==> config.mk <==
export PLATFORM = sky130hd
export DESIGN_NAME = uart_tx_arbiter_flat
export DESIGN_NICKNAME = d
export VERILOG_FILES = /design/src/rtl/uart_pkg.sv /design/src/rtl/uart_tx_arbiter_if.sv /design/src/rtl/uart_tx_arbiter_rr_pick.sv /design/src/rtl/uart_tx_arbiter.sv /design/src/flat_wrapper.sv
export SDC_FILE = /design/constraint.sdc
export NUM_CORES = 1
export LEC_CHECK = 0
export ABC_AREA = 1
export BUFFER_PORTS_ARGS = -buffer_cell sky130_fd_sc_hd__buf_4
export CORE_MARGIN = 2
export CORE_UTILIZATION = 40
export DETAILED_ROUTE_END_ITERATION = 12
export PLACE_DENSITY_LB_ADDON = 0.08
export SETUP_SLACK_MARGIN = 0.5
export SLEW_MARGIN = 20
export SYNTH_ARGS = -nofsm -noshare
export SYNTH_HDL_FRONTEND = slang
export SYNTH_SLANG_ARGS = --single-unit
export TNS_END_PERCENT = 20
==> constraint.sdc <==
create_clock -name clc -period 1.9 [get_ports clc]
set_clock_uncertainty 0.15 [all_clocks]
set_input_delay 0.38 -clock clc [delete_from_list [all_inputs] [get_ports clc]]
set_output_delay 0.38 -clock clc [all_outputs]
set_load 0.05 [all_outputs]
==> src/rtl/uart_pkg.sv <==
// uart_pkg: shared FSM state codes, tag header and default byte width for the UART transmit arbiter
// Optional macro UART_ARB_TAG_EN adds the tag-frame states TAG_ACK, TAG_DONE and SEND.
package uart_pkg;
  localparam int DW_DEF = 8;
  localparam logic [3:0] TAG_HDR = 4'hA;
  typedef logic [2:0] state_t;
  localparam state_t IDLE = 3'd0, LOAD = 3'd1, WAIT_ACK = 3'd2, WAIT_DONE = 3'd3, GAP = 3'd4;
`ifdef UART_ARB_TAG_EN
  localparam state_t TAG_ACK = 3'd5, TAG_DONE = 3'd6, SEND = 3'd7;
`endif
endpackage

==> src/rtl/uart_tx_arbiter_if.sv <==
// uart_tx_arbiter_if: requester handshakes plus transmitter byte port shared by the arbiter
// req_valid/req_data/req_ready: per-requester byte handshake (byte i at [i*DATA_W +: DATA_W])
// tx_data/tx_start/tx_busy: byte, start pulse and frame-busy flag of the serial transmitter
// master: arbiter side; slave: requesters and transmitter side
interface uart_tx_arbiter_if
  import uart_pkg::*;
#(parameter int N_REQ = 4, parameter int DATA_W = DW_DEF);
  logic [N_REQ-1:0] req_valid, req_ready;
  logic [N_REQ*DATA_W-1:0] req_data;
  logic [DATA_W-1:0] tx_data;
  logic tx_start, tx_busy;
  modport master(input req_valid, req_data, tx_busy, output req_ready, tx_data, tx_start);
  modport slave(output req_valid, req_data, tx_busy, input req_ready, tx_data, tx_start);
endinterface

==> src/rtl/uart_tx_arbiter_rr_pick.sv <==
// rr_pick: combinational round-robin selector, first valid index at or above ptr with wrap
// valid: request vector; ptr: search start; grant: winning index; any: some request is valid
module rr_pick #(parameter int N = 4, parameter int IW = $clog2(N)) (
  input  logic [N-1:0]  valid,
  input  logic [IW-1:0] ptr,
  output logic [IW-1:0] grant,
  output logic          any
);
  assign any = |valid;
  always_comb begin
    logic [IW-1:0] j;
    grant = '0;
    j = '0;
    for (int i = N - 1; i >= 0; i--) begin
      j = IW'((int'(ptr) + i) % N);
      if (valid[j]) grant = j;
    end
  end
endmodule

==> src/rtl/uart_tx_arbiter.sv <==
// uart_tx_arbiter: round-robin sharing of one UART byte transmitter between N_REQ requesters
// clc: clock; res: async active-low reset; bus: uart_tx_arbiter_if.master (handshakes + tx port)
// grant_id: current/last granted index; active: grant through gap expiry; ack_err: sticky no-busy error
// Optional macro UART_ARB_TAG_EN: each grant sends a tag byte {TAG_HDR, index} before the data byte.
module uart_tx_arbiter
  import uart_pkg::*;
#(
  parameter int N_REQ   = 4,
  parameter int DATA_W  = DW_DEF,
  parameter int GAP_CYC = 16,
  parameter int ACK_TO  = 8
) (
  input  logic                     clc,
  input  logic                     res,
  uart_tx_arbiter_if.master        bus,
  output logic [$clog2(N_REQ)-1:0] grant_id,
  output logic                     active,
  output logic                     ack_err
);
  localparam int IW = $clog2(N_REQ);
  localparam int CW = $clog2((GAP_CYC > ACK_TO ? GAP_CYC : ACK_TO) + 1);
  localparam logic [CW-1:0] ACK_LAST = CW'(ACK_TO - 1);
  localparam logic [CW-1:0] GAP_LD = CW'(GAP_CYC > 0 ? GAP_CYC - 1 : 0);
  localparam state_t AFTER_TX = GAP_CYC > 0 ? GAP : IDLE;
  state_t st;
  logic [IW-1:0] ptr, pick, gq;
  logic any, load;
  logic [CW-1:0] cnt;
  logic [DATA_W-1:0] txq, pdata, first;
  rr_pick #(.N(N_REQ)) u_pick (.valid(bus.req_valid), .ptr(ptr), .grant(pick), .any(any));
  assign pdata = bus.req_data[pick*DATA_W +: DATA_W];
  // a valid dropped between IDLE and LOAD aborts the grant instead of capturing stale data
  assign load = st == LOAD && any;
`ifdef UART_ARB_TAG_EN
  localparam state_t FIRST_ACK = TAG_ACK;
  logic [DATA_W-1:0] dq;
  assign first = {TAG_HDR, (DATA_W-4)'(pick)};
  assign bus.tx_start = load || st == SEND;
  always_ff @(posedge clc or negedge res)
    if (!res) dq <= '0;
    else if (load) dq <= pdata;
`else
  localparam state_t FIRST_ACK = WAIT_ACK;
  assign first = pdata;
  assign bus.tx_start = load;
`endif
  assign bus.tx_data = load ? first : txq;
  assign bus.req_ready = load ? N_REQ'(1) << pick : '0;
  assign grant_id = load ? pick : gq;
  assign active = st != IDLE;
  always_ff @(posedge clc or negedge res)
    if (!res) begin
      st <= IDLE;
      ptr <= '0;
      gq <= '0;
      cnt <= '0;
      txq <= '0;
      ack_err <= 1'b0;
    end else begin
      case (st)
        IDLE: st <= any ? LOAD : IDLE;
        LOAD: if (any) begin
          st <= FIRST_ACK;
          gq <= pick;
          ptr <= IW'((int'(pick) + 1) % N_REQ);
          txq <= first;
          cnt <= '0;
        end else st <= IDLE;
        WAIT_ACK: if (bus.tx_busy) st <= WAIT_DONE;
          else if (cnt == ACK_LAST) begin
            ack_err <= 1'b1;
            st <= AFTER_TX;
            cnt <= GAP_LD;
          end else cnt <= cnt + 1'b1;
        WAIT_DONE: if (!bus.tx_busy) begin
          st <= AFTER_TX;
          cnt <= GAP_LD;
        end
        GAP: if (cnt == '0) st <= IDLE;
          else cnt <= cnt - 1'b1;
`ifdef UART_ARB_TAG_EN
        TAG_ACK: if (bus.tx_busy) st <= TAG_DONE;
          else if (cnt == ACK_LAST) begin
            ack_err <= 1'b1;
            st <= SEND;
            txq <= dq;
          end else cnt <= cnt + 1'b1;
        TAG_DONE: if (!bus.tx_busy) begin
          st <= SEND;
          txq <= dq;
        end
        SEND: begin
          st <= WAIT_ACK;
          cnt <= '0;
        end
`endif
        default: st <= IDLE;
      endcase
    end
endmodule

==> src/flat_wrapper.sv <==
// flat-port wrapper written by rule: the top's interface ports become plain ports
module uart_tx_arbiter_flat import uart_pkg::*;
#(
  parameter int N_REQ   = 4,
  parameter int DATA_W  = DW_DEF,
  parameter int GAP_CYC = 16,
  parameter int ACK_TO  = 8
)
  (clc, res, grant_id, active, ack_err, bus_req_valid, bus_req_data, bus_tx_busy, bus_req_ready, bus_tx_data, bus_tx_start);
  uart_tx_arbiter_if #(.N_REQ(N_REQ), .DATA_W(DATA_W)) bus_i ();
  input  logic clc;
  input  logic res;
  output logic [$clog2(N_REQ)-1:0] grant_id;
  output logic active;
  output logic ack_err;
  input wire logic [$bits(bus_i.req_valid)-1:0] bus_req_valid;
  input wire logic [$bits(bus_i.req_data)-1:0] bus_req_data;
  input wire logic [$bits(bus_i.tx_busy)-1:0] bus_tx_busy;
  output wire logic [$bits(bus_i.req_ready)-1:0] bus_req_ready;
  output wire logic [$bits(bus_i.tx_data)-1:0] bus_tx_data;
  output wire logic [$bits(bus_i.tx_start)-1:0] bus_tx_start;
  assign bus_i.req_valid = bus_req_valid;
  assign bus_i.req_data = bus_req_data;
  assign bus_i.tx_busy = bus_tx_busy;
  assign bus_req_ready = bus_i.req_ready;
  assign bus_tx_data = bus_i.tx_data;
  assign bus_tx_start = bus_i.tx_start;
  uart_tx_arbiter #(.N_REQ(N_REQ), .DATA_W(DATA_W), .GAP_CYC(GAP_CYC), .ACK_TO(ACK_TO)) u_core (.clc(clc), .res(res), .bus(bus_i), .grant_id(grant_id), .active(active), .ack_err(ack_err));
endmodule
; Word-level counts from Yosys, hierarchy flattened
; Cells that the tools add are included.
[totals]
word_cells = 68
n_memories = 0
rom_bits = 0
ram_bits = 0
register_bits = 21
in_bits = 39
output_inout_bits = 17
latch_bits = 0
[op_classes]
mul = 0
n_lt_le_gt_ge = 4
n_shift = 2
mux = 28
add_sub_neg = 6
n_bitwise = 1
reduce_logical = 10
n_eq_ne = 11
div = 0
[ops]
columns = cell, count
row1 = indexed part select 32 x 6 -> 8 bit, 1
row2 = 2-to-1 mux 5 bit, 5
row3 = case mux 5 bit (4 select lines), 1
row4 = case mux 3 bit (5 select lines), 1
row5 = < comparator 2 x 3 -> 1 bit (second input constant), 4
row6 = 2-to-1 mux 2 bit, 6
row7 = 2-to-1 mux 3 bit, 4
row8 = binary-select mux 1 bit (select 2 bit), 4
row9 = 2-to-1 mux 8 bit, 1
row10 = == test 3 x 2 -> 1 bit (second input constant), 2
row11 = inequality test 2 bit (second input constant), 3
row12 = AND reduction 3 bit, 2
row13 = adder 5 x 1 -> 5 bit (second input constant), 1
row14 = == test 5 x 3 -> 1 bit (second input constant), 1
row15 = zero test 5 bit, 1
row16 = 2-to-1 mux 1 bit, 5
row17 = AND reduction 5 bit, 1
row18 = subtractor 5 x 1 -> 5 bit (second input constant), 1
row19 = adder 2 x 1 -> 2 bit (second input constant), 2
row20 = adder 2 bit (second input constant), 2
row21 = 2-to-1 mux 4 bit, 1
row22 = inequality test 2 x 1 -> 1 bit (second input constant), 2
row23 = nonzero test 4 bit, 1
row24 = OR reduction 4 bit, 1
row25 = 9 further kinds, 9

; Logic depth before layout (Yosys ltp)
; Gate-level depths: netlist of the first run.
[logic_depth]
word_depth = 9
ltp_mapped = 15
depth_no_buf = 13

; Hierarchy
; Synthesis of the first run repeated with hierarchy kept, for this count alone.
[unflattened]
hier_cells = 258
area_unflattened_um2 = 1639.1
[by_module_without_submodules]
columns = module, seq_area_each_um2, instances, cells_each, area_per_inst_um2
row1 = uart_tx_arbiter, 525.5, 1, 212, 1450.1
row2 = rr_pick, 0.0, 1, 46, 188.9

; Worst setup path before layout of the first run
; OpenSTA, ideal clock, no wires.
[synth_timing]
path_kind = flip-flop to output port
start = reg u_core.ptr[0]
end = out bus_req_ready[0]
arrival_ns = 2.043
path_buffers = 2
slack_ns = -0.673
stages_incl_launch_ff = 15
required_time_ns = 1.370
path_cell_list = dfrtp_1 > buf_6 > nand2_1 > o21ai_2 > nand2_1 > nand2_1 > inv_2 > nand2_4 > nand2_4 > nand2_4 > buf_6 > inv_2 > ha_1 > inv_1 > nor2_1
[synth_via]
elab_chain_cells = 9
word_cells_on_any_way = 17
cone_classes = add/sub (3) / shift (1) / mux (13)
[synth_lines]
columns = element, line
row1 = start: declaration, uart_tx_arbiter.sv:26  ; logic [IW-1:0] ptr, pick, gq;
row2 = start signal: assignment, uart_tx_arbiter.sv:65  ; ptr <= IW'((int'(pick) + 1) % N_REQ);
row3 = adder 2 bit, uart_tx_arbiter_rr_pick.sv:15  ; j = IW'((int'(ptr) + i) % N);
row4 = binary-select mux 1 bit (select 2 bit), uart_tx_arbiter_rr_pick.sv:16  ; if (valid[j]) grant = j;
row5 = 2-to-1 mux 1 bit (not written as such), uart_tx_arbiter_rr_pick.sv:16
row6 = 2-to-1 mux 2 bit (3 in series), uart_tx_arbiter_rr_pick.sv:16
row7 = 2-to-1 mux 2 bit *, uart_tx_arbiter_rr_pick.sv:16
row8 = via u_core.pick[0], uart_tx_arbiter.sv:26
row9 = left shift 1 x 2 -> 4 bit *, uart_tx_arbiter.sv:48  ; assign bus.req_ready = load ? N_REQ'(1) << pick : '0;
row10 = 2-to-1 mux 4 bit *, uart_tx_arbiter.sv:48
row11 = end: declaration, flat_wrapper.sv:19  ; output wire logic [$bits(bus_i.req_ready)-1:0] bus_req_ready;
; The timed path passes the listed nets; every way through them passes the cells marked *. The select of a mux whose other input is x is not followed.

; Worst setup path after layout of the first run
[layout_timing]
start = reg u_core.ptr[0]
end = out bus_tx_data[0]
[layout_via]
elab_chain_cells = 9
word_cells_on_any_way = 17
cone_classes = add/sub (3) / shift (1) / mux (13)
[layout_lines]
columns = element, line
row1 = adder 2 bit, uart_tx_arbiter_rr_pick.sv:15
row2 = binary-select mux 1 bit (select 2 bit), uart_tx_arbiter_rr_pick.sv:16
row3 = 2-to-1 mux 1 bit (not written as such), uart_tx_arbiter_rr_pick.sv:16
row4 = 2-to-1 mux 2 bit (3 in series), uart_tx_arbiter_rr_pick.sv:16
row5 = 2-to-1 mux 2 bit *, uart_tx_arbiter_rr_pick.sv:16
row6 = indexed part select 32 x 6 -> 8 bit *, uart_tx_arbiter.sv:31  ; assign pdata = bus.req_data[pick*DATA_W +: DATA_W];
row7 = 2-to-1 mux 8 bit *, uart_tx_arbiter.sv:47  ; assign bus.tx_data = load ? first : txq;
row8 = end: declaration, flat_wrapper.sv:20  ; output wire logic [$bits(bus_i.tx_data)-1:0] bus_tx_data;
; Every way passes the cells marked *; elsewhere a longest branch is shown, timed or not. The select of a mux whose other input is x is not followed.

==> qor.yml, run 1 <==
worst_r2r_path_depth: 13
rsz0062_at_grt: "true"
synthArstFlopShare_pct: 100
ys_warn_count: 0
wl_mm: 5.29
hp-class: "in -> reg"
r2r_start: "u_core.ptr[0]"
cp_max_fo: 7
die_area_um2: 5100
num_vias: 2057
synth_flop_cell: "dfrtp_1"
clk_path_buf_depth: 2
htree_levels: 1
core_area_um2: 4350
hold_depth: 3
rows: 24
route.detailed.drc: 0
place_area_um2: 2600
rrSetupSlack_ps: -140
dp_hpwl_mm: 3.54
grtUsageTotal_pct: 20.8
clk_pin_slew_worst_paths_ps: 70
yosys.area.top_type: "dfrtp_1"
setup_viol: 22
grt_pass1_vias: 1964
synth-seq-cells: 21
cts_root_buffer: "clkbuf_8"
r2r-end: "u_core.txq[0]"
first_pass_iters: 4
synth.most_common_cell: "nand2_1"
synth.distinct_cells: 30
maxSlewViolCount: 0
die_h_um: 71.4
antenna_found_initial: 0
synth_common_cells: "nand2_1 (73), inv_1 (59), nand3_1 (38), dfrtp_1 (21), nor2_1 (20)"
dp_slack_ps: -494
drive_gt1_share_pct: 52.4
pin_count: 56
slew-limit-headroom_pct: 80.4
die_w_um: 71.4
whs_endpoint: "u_core.st[1]"
synthesis.nets: 327
endpoint_kind: "output pin"
antennaDiodeCount: 0
cts_num_sinks: 21
clk_latency_ps: 260
cts_tree: "done"
fmax_ghz: 0.381
ys_top_cells_by_area: "dfrtp_1 (29%), nand2_1 (15%), inv_1 (12%), nand3_1 (10%), o21ai_0 (4.4%)"
seq_area_frac_synth_pct: 28.9
place_congestion: 0.875
drv_cap: 0
violations: "setup timing"
port_buffers: 55
hold_slack_ps: 272
hold_start: "bus_tx_busy"
tightest_slew_ps: 293
wl_per_cell_um: 12.4
yosys.area.top_type_share_pct: 28.9
cts_buffers: 3
overflow: 0
critPathKind: "reg -> out"
finalHoldViolCount: 0
drt_iter0_drc: 54
syn_area_per_cell_um2: 6.45
slowest_delay_ps: 430
final.period_utilization_pct: 138
area_delta_synth_final_pct: 75.0
critPathSlowestCell: "dfrtp_1"
status: "finished, violations left"
crit_chain: "buf_6, nand2_2, o21ai_2, nand2_2, nand2_2, inv_4, nand3_4, clkbuf_16, nand3_2, nand3_1, nand2_1, nand2_1, nand2_2, buf_8"
antenna_left: 0
initial_core_util_pct: 41.8
grt_pass1_wl_mm: 8.58
timing.critical_path.mode_cell: "nand2_2"
nFillCells: 361
finalWorstSetupSlack_ps: -723
worst_setup_path_start_kind: "flip-flop"
critical_path_required_ps: 1370
utilization_pct: 73.1
routed_via_density: 4.83
synth_edf_count: 0
finalNetCount: 420
syn_area_um2: 1820
grt_max_degree: 22
cp.arrival_ps: 2090
fin_crit_ps: 2620
synthCells: 282
design_area_um2: 3180
## worst max-delay path: cells and delay by family (launching register included)
| family | cells | cell delay [ps] |
|---|---|---|
| compound gates | 1 | 60 |
| simple gates | 9 | 730 |
| flops | 1 | 430 |
| buf+inv | 4 | 610 |
## state kept, by name, indices dropped and copies added (netlist names)
| signal | cells |
|---|---|
| u_core.gq | 2 |
| u_core.st | 3 |
| u_core.txq | 8 |
| u_core.cnt | 5 |
| u_core.ack_err | 1 |
| u_core.ptr | 2 |
## routing by layer
layer  vias up  share of wire (%)  wire length (µm)  global-route usage (%)
met5         -                  0                 0                       0
met4         0                1.4                73                    5.66
met3         8                4.5               240                    2.95
met2        51                 55              2880                    38.6
met1       930                 40              2090                    25.1
li1       1068                  -                 -                       -
## how the worst max path moves through the flow
stage                     cells past startpoint        startpoint               end  slack [ps]
after detailed placement                     12  bus_req_valid[3]    bus_tx_data[5]        -490
after floorplan                              14     u_core.ptr[0]  bus_req_ready[0]        -280
after global placement                       12  bus_req_valid[1]    bus_tx_data[5]        -440
after global routing                         14     u_core.ptr[0]    bus_tx_data[1]        -840
after CTS                                    14     u_core.ptr[0]    bus_tx_data[0]        -670
final                                        14     u_core.ptr[0]    bus_tx_data[0]        -720
## metrics by stage
stage	setup TNS [ps]	instances
2_1_floorplan	-3420	282
3_3_place_gp	-5660	411
3_5_place_dp	-6140	411
4_1_cts	-8530	417
5_1_grt	-12380	426
6_report	-9900	426
## cell type report
cell class	count	area, µm²	area share (%)
tap	52	65.1	2.04
sequential	21	527	16.5
multi-input combinational	192	1400	43.8
inverter	63	262	8.21
timing repair buffer	94	891	28.0
clock buffer	4	45.0	1.41
## cell families after synthesis
family                     share of synthesized area [%]
AOI/OAI and AO/OA                                   10.7
buffers and inverters                               16.6
DFF                                                 28.9
adders and majority gates                           4.13
and+or+nand+nor                                     39.3
xor gates and xnor gates                           0.482
## what timing repair did
item | in CTS | in global routing
setup endpoints to repair | 37 | 37
endpoints found under the hold margin | 21 | 0
hold buffers | 1 | 0
resized for setup | 66 | 56
pin swaps | 16 | 46
cloned | 1 | 2
buffers inserted | 0 | 7
## cell usage in the layout, fill, tap and decap left out, types with 4 or more instances in the layout
master	Yosys	layout
nand3_2	1	21
nand2_2	10	27
nand2_4	3	5
o21ai_1	0	6
buf_8	1	10
nand2_1	73	51
o211ai_1	4	4
nand3_4	2	4
nand3_1	38	16
o21ai_0	16	10
buf_4	1	65
nor2_1	20	8
buf_6	3	14
nor2_4	0	11
a21oi_1	5	5
inv_1	59	47
inv_2	4	11
dfrtp_1	21	20
nand2_8	0	4
Power of run 1 is not shown: default switching activity piles up to over one toggle a cycle in this logic, so the estimate is an artifact.
==> run 2: changes to the inputs <==
- CORE_ASPECT_RATIO: default -> 1.25
- RECOVER_POWER: default -> 100
- SLEW_MARGIN: 20 -> default
==> run 2 against run 1 <==
The run still ends with setup timing left. Non-clock buffer count shrank 10. Worst hold slack lost 33 ps. Count of clock-buffer cells in the layout shrank 1. Cell count shrank 0.94%.
==> qor.yml, run 2 (synthesized netlist as in run 1, its figures left out) <==
antenna_found_initial: 0
routed_via_density: 4.67
die_w_um: 64.3
fmax_ghz: 0.389
wl_met2_mm: 2.82
grt_max_degree: 22
pin_count: 56
clk_path_buf_depth: 2
wl_per_cell_um: 11.8
grtUsageTotal_pct: 20.8
area_delta_synth_final_pct: 58.1
core_area_um2: 4390
regMostFlops: "u_core.txq"
cts_root_buffer: "clkbuf_8"
top_layer_used: "met4"
setup_viol: 16
slew-limit-headroom_pct: 60.6
grt_pass1_wl_mm: 8.54
finalWorstSetupSlack_ps: -674
rows: 27
final.period_utilization_pct: 135
instances_no_fill: 422
initial_core_util_pct: 41.4
clk_latency_ps: 260
rsz0062_at_grt: "true"
cts_tree: "done"
htree_levels: 1
worst_setup_path_start_kind: "flip-flop"
violations: "setup timing"
largest_reg_flops: 8
drv_cap: 0
cts_num_sinks: 21
critical_path_required_ps: 1370
wl_met1_mm: 1.90
cp_max_fo: 14
port_buffers: 55
wl_mm: 4.96
place_congestion: 0.768
status: "finished, violations left"
cp.arrival_ps: 2040
drive_gt1_share_pct: 44.8
largest_registers: "u_core.txq (8), u_core.cnt (5), u_core.st (3)"
antenna_left: 0
drt_iter0_drc: 38
hold_slack_ps: 239
place_inst: 416
route.detailed.drc: 0
mostFrequentLayoutCell: "buf_4"
num_vias: 1972
clk_pin_slew_worst_paths_ps: 90
overflow: 0
finalHoldViolCount: 0
layout_common_cells: "buf_4 (60), nand2_1 (54), inv_1 (47), nand3_1 (36), nand2_2 (27)"
hp-class: "in -> reg"
first_pass_iters: 4
antennaDiodeCount: 0
dp_hpwl_mm: 3.67
die_area_um2: 5110
tightest_slew_ps: 594
fin_crit_ps: 2570
grt_pass1_vias: 2001
die_h_um: 79.4
finalNetCount: 410
maxSlewViolCount: 0
dp_slack_ps: -502
cts_buffers: 3
wl_met3_um: 174
endpoint_kind: "output pin"
critPathKind: "reg -> out"
## run 2: cell count changes in the layout (fill, tap and decap cells not counted), moves of 3 or more
cell / change
nand3_1: +20
nand3_2: -19
buf_8: -7
buf_4: -5
nand2_1: +3
nor2_4: -3
o21ai_2: +3
## run 2: timing repair
action,4_1_cts,5_1_grt
setup endpoints to repair,37,38
endpoints found under the hold margin,21,0
gates resized for setup,57,24
setup buffers,0,0
hold buffers,1,0
pin swaps,11,14
cloned,1,0
## run 2: routing by layer
layer	global-route usage, %	up-vias
met5	0	-
met4	3.83	0
met3	2.82	6
met2	42.8	43
met1	22.2	882
li1	-	1041
## run 2: final cells by class
cell class	instances	area, µm²
clock inverters	1	5.00
clock buffers	3	41.3
well taps	58	72.6
repair buffers	84	734
flip-flops and latches	21	527
inverters	63	254
multi-input cells	192	1240
fillers	424	1520
## run 2: worst max-delay path, stage by stage, from the launching register on
cell and delay (ps):
dfrtp_1 410, buf_6 150, nand2_2 60, o21ai_2 50, nand2_1 70, nand2_1 70, inv_2 100, nand3_4 140
buf_6 190, nand3_1 80, nand3_1 100, nand2_1 80, nand2_1 50, nand2_2 70, buf_6 150
## run 2: per-stage QoR
stage	cell area, µm²	setup TNS, ps	utilization, %
6_report	2880	-8830	65.5
3_5_place_dp	2600	-6640	59.2
2_1_floorplan	1950	-3420	-
3_3_place_gp	2600	-5860	59.2
4_1_cts	2850	-8840	64.9
5_1_grt	2880	-11900	65.5
## run 2: worst paths after layout
check / start / depth (start not counted) / to / slack [ps]
setup / recovery: u_core.ptr[0] / 14 / bus_tx_data[3] / -670
hold / removal: bus_tx_busy / 3 / u_core.st[1] / 240
setup reg to reg: u_core.ptr[0] / 12 / u_core.txq[5] / -80
hold reg to reg: u_core.ack_err / 1 / u_core.ack_err / 320
max in group asynchronous: res / 2 / u_core.ptr[1] / 710
min in group asynchronous: res / 2 / u_core.st[0] / 480
Power of run 2 is left out for the same reason.
==> run 3: changes to the inputs <==
- clock period: 1.9 -> 3.1 ns (I/O delays scaled with it)
==> run 3 against run 2 <==
The run now ends clean. Worst hold slack improved by 90 ps. Largest cell class unchanged. Final area is 11% lower. Global-route usage fell by 3.5 points. Cell count is 4.3% lower. Critical endpoint is now bus_tx_data[4]. Setup slack improved by 830 ps. Count of clock-buffer cells in the layout increased by 1. Sequential cell count unchanged. First-iteration DRC count rose by 89%. Non-clock buffer count down 18.
==> qor.yml, run 3 (synthesized netlist as in run 1, its figures left out) <==
status: "complete, no violations"
setup_tns_ps: 0
critPathCapture: "bus_tx_data[4]"
dp_hpwl_mm: 3.48
first_pass_iters: 4
area_delta_synth_final_pct: 41.2
finalNetCount: 392
pin_count: 56
tightest_slew_ps: 1140
r2r_start: "u_core.ptr[0]"
rrSetupSlack_ps: 970
slew-limit-headroom_pct: 23.8
fmax_ghz: 0.339
drt_iter0_drc: 72
overflow: 0
rsz0062_at_grt: "true"
holdBufCountCts: 0
grt_pass1_vias: 1663
grt_pass1_wl_mm: 7.19
largest_reg_flops: 8
antenna_left: 0
core_area_um2: 4390
grtUsageTotal_pct: 17.3
antennaDiodeCount: 0
worst_r2r_path_depth: 13
antenna_found_initial: 0
critPathLaunch: "u_core.ptr[0]"
port_buffers: 55
mostFrequentLayoutCell: "nand2_1"
worst_setup_path_start_kind: "flip-flop"
cts_num_sinks: 21
maxSlewViolCount: 0
rows: 27
setup_viol: 0
cp_max_fo: 14
die_h_um: 79.4
route.detailed.drc: 0
largest_registers: "u_core.txq (8), u_core.cnt (5), u_core.st (3)"
wl_per_cell_um: 11.5
drive_gt1_share_pct: 34.1
cp.arrival_ps: 2180
fin_crit_ps: 2950
place_congestion: 0.815
finalHoldViolCount: 0
hp-class: "reg -> reg"
endpoint_kind: "output pin"
htree_levels: 1
final.period_utilization_pct: 95.1
nFillCells: 445
clk_path_buf_depth: 2
initial_core_util_pct: 41.4
r2r-end: "u_core.txq[1]"
num_vias: 1931
die_w_um: 64.3
cts_tree: "done"
layout_common_cells: "nand2_1 (67), inv_1 (58), buf_4 (44), nand3_1 (23), dfrtp_1 (21)"
critical_path_required_ps: 2330
cts_buffers: 3
clk_pin_slew_worst_paths_ps: 80
regMostFlops: "u_core.txq"
cts_root_buffer: "clkbuf_8"
wl_mm: 4.63
hold_slack_ps: 330
die_area_um2: 5110
routed_via_density: 4.78
critPathKind: "reg -> out"
drv_cap: 0
grt_max_degree: 22
clk_latency_ps: 260
[run 3: cell count changes in the layout (fill, tap and decap cells not counted), sizes merged]
cell	before	now
dlygate4sd3	1	0
buf	81	54
inv	62	63
clkbuf	5	16
clkinv	2	0
[run 3: worst max-delay path, cell delays in order, from the launching register on]
cell      delay, ps
dfrtp_1         410
buf_6           150
buf_4           130
nand3_2          60
and2_4          160
nand3_4          90
nand2_4          70
nand2_4          90
buf_12          170
nand3_1          70
nand3_1          90
nand2_1          80
nand2_1          60
nand2_2          80
clkbuf_4        220
[run 3: worst min path at each step]
| stage | startpoint | endpoint | slack, ps | cells after the start |
|---|---|---|---|---|
| final | u_core.ack_err | u_core.ack_err | 330 | 1 |
| after global routing | u_core.ack_err | u_core.ack_err | 360 | 1 |
| after CTS | res | u_core.gq[1] | 90 | 1 |
| after detailed placement | u_core.txq[3] | u_core.txq[3] | 320 | 2 |
| after global placement | u_core.ack_err | u_core.ack_err | 300 | 1 |
| after floorplan | res | u_core.ack_err | 170 | 0 |
[run 3: area by class of cell]
cell class                      instances  area (µm²)  share of cell area (%)
Sequential cell                        21         526                    20.5
Multi-Input combinational cell        192        1140                    44.3
Clock buffer                            4        45.0                    1.75
Tap cell                               58        72.6                    2.83
Inverter                               63         244                    9.50
Timing Repair Buffer                   66         544                    21.2
[run 3: layer usage]
metal  share of wire, %  track usage [%]  vias up
li1                   -                -     1001
met1                 44             23.5      871
met2                 51             29.8       55
met3                3.7            0.846        4
met4               0.95             4.89        0
met5                  0                0        -
[run 3: repair_timing]
item,in CTS,in global routing
cloned,0,3
setup endpoints to repair,14,15
resized for setup,14,38
pin swaps,1,24
setup buffers,0,3
hold endpoints to repair,0,0
[run 3: stage by stage]
step	setup slack (ps)	util, %	area, µm²	instances
after detailed placement	257	52.4	2300	394
final	153	58.5	2570	404
after global routing	55.6	58.5	2570	404
after global placement	282	52.4	2300	394
after CTS	217	54.6	2400	398
after floorplan	312	-	1840	282
Power of run 3 is left out for the same reason.
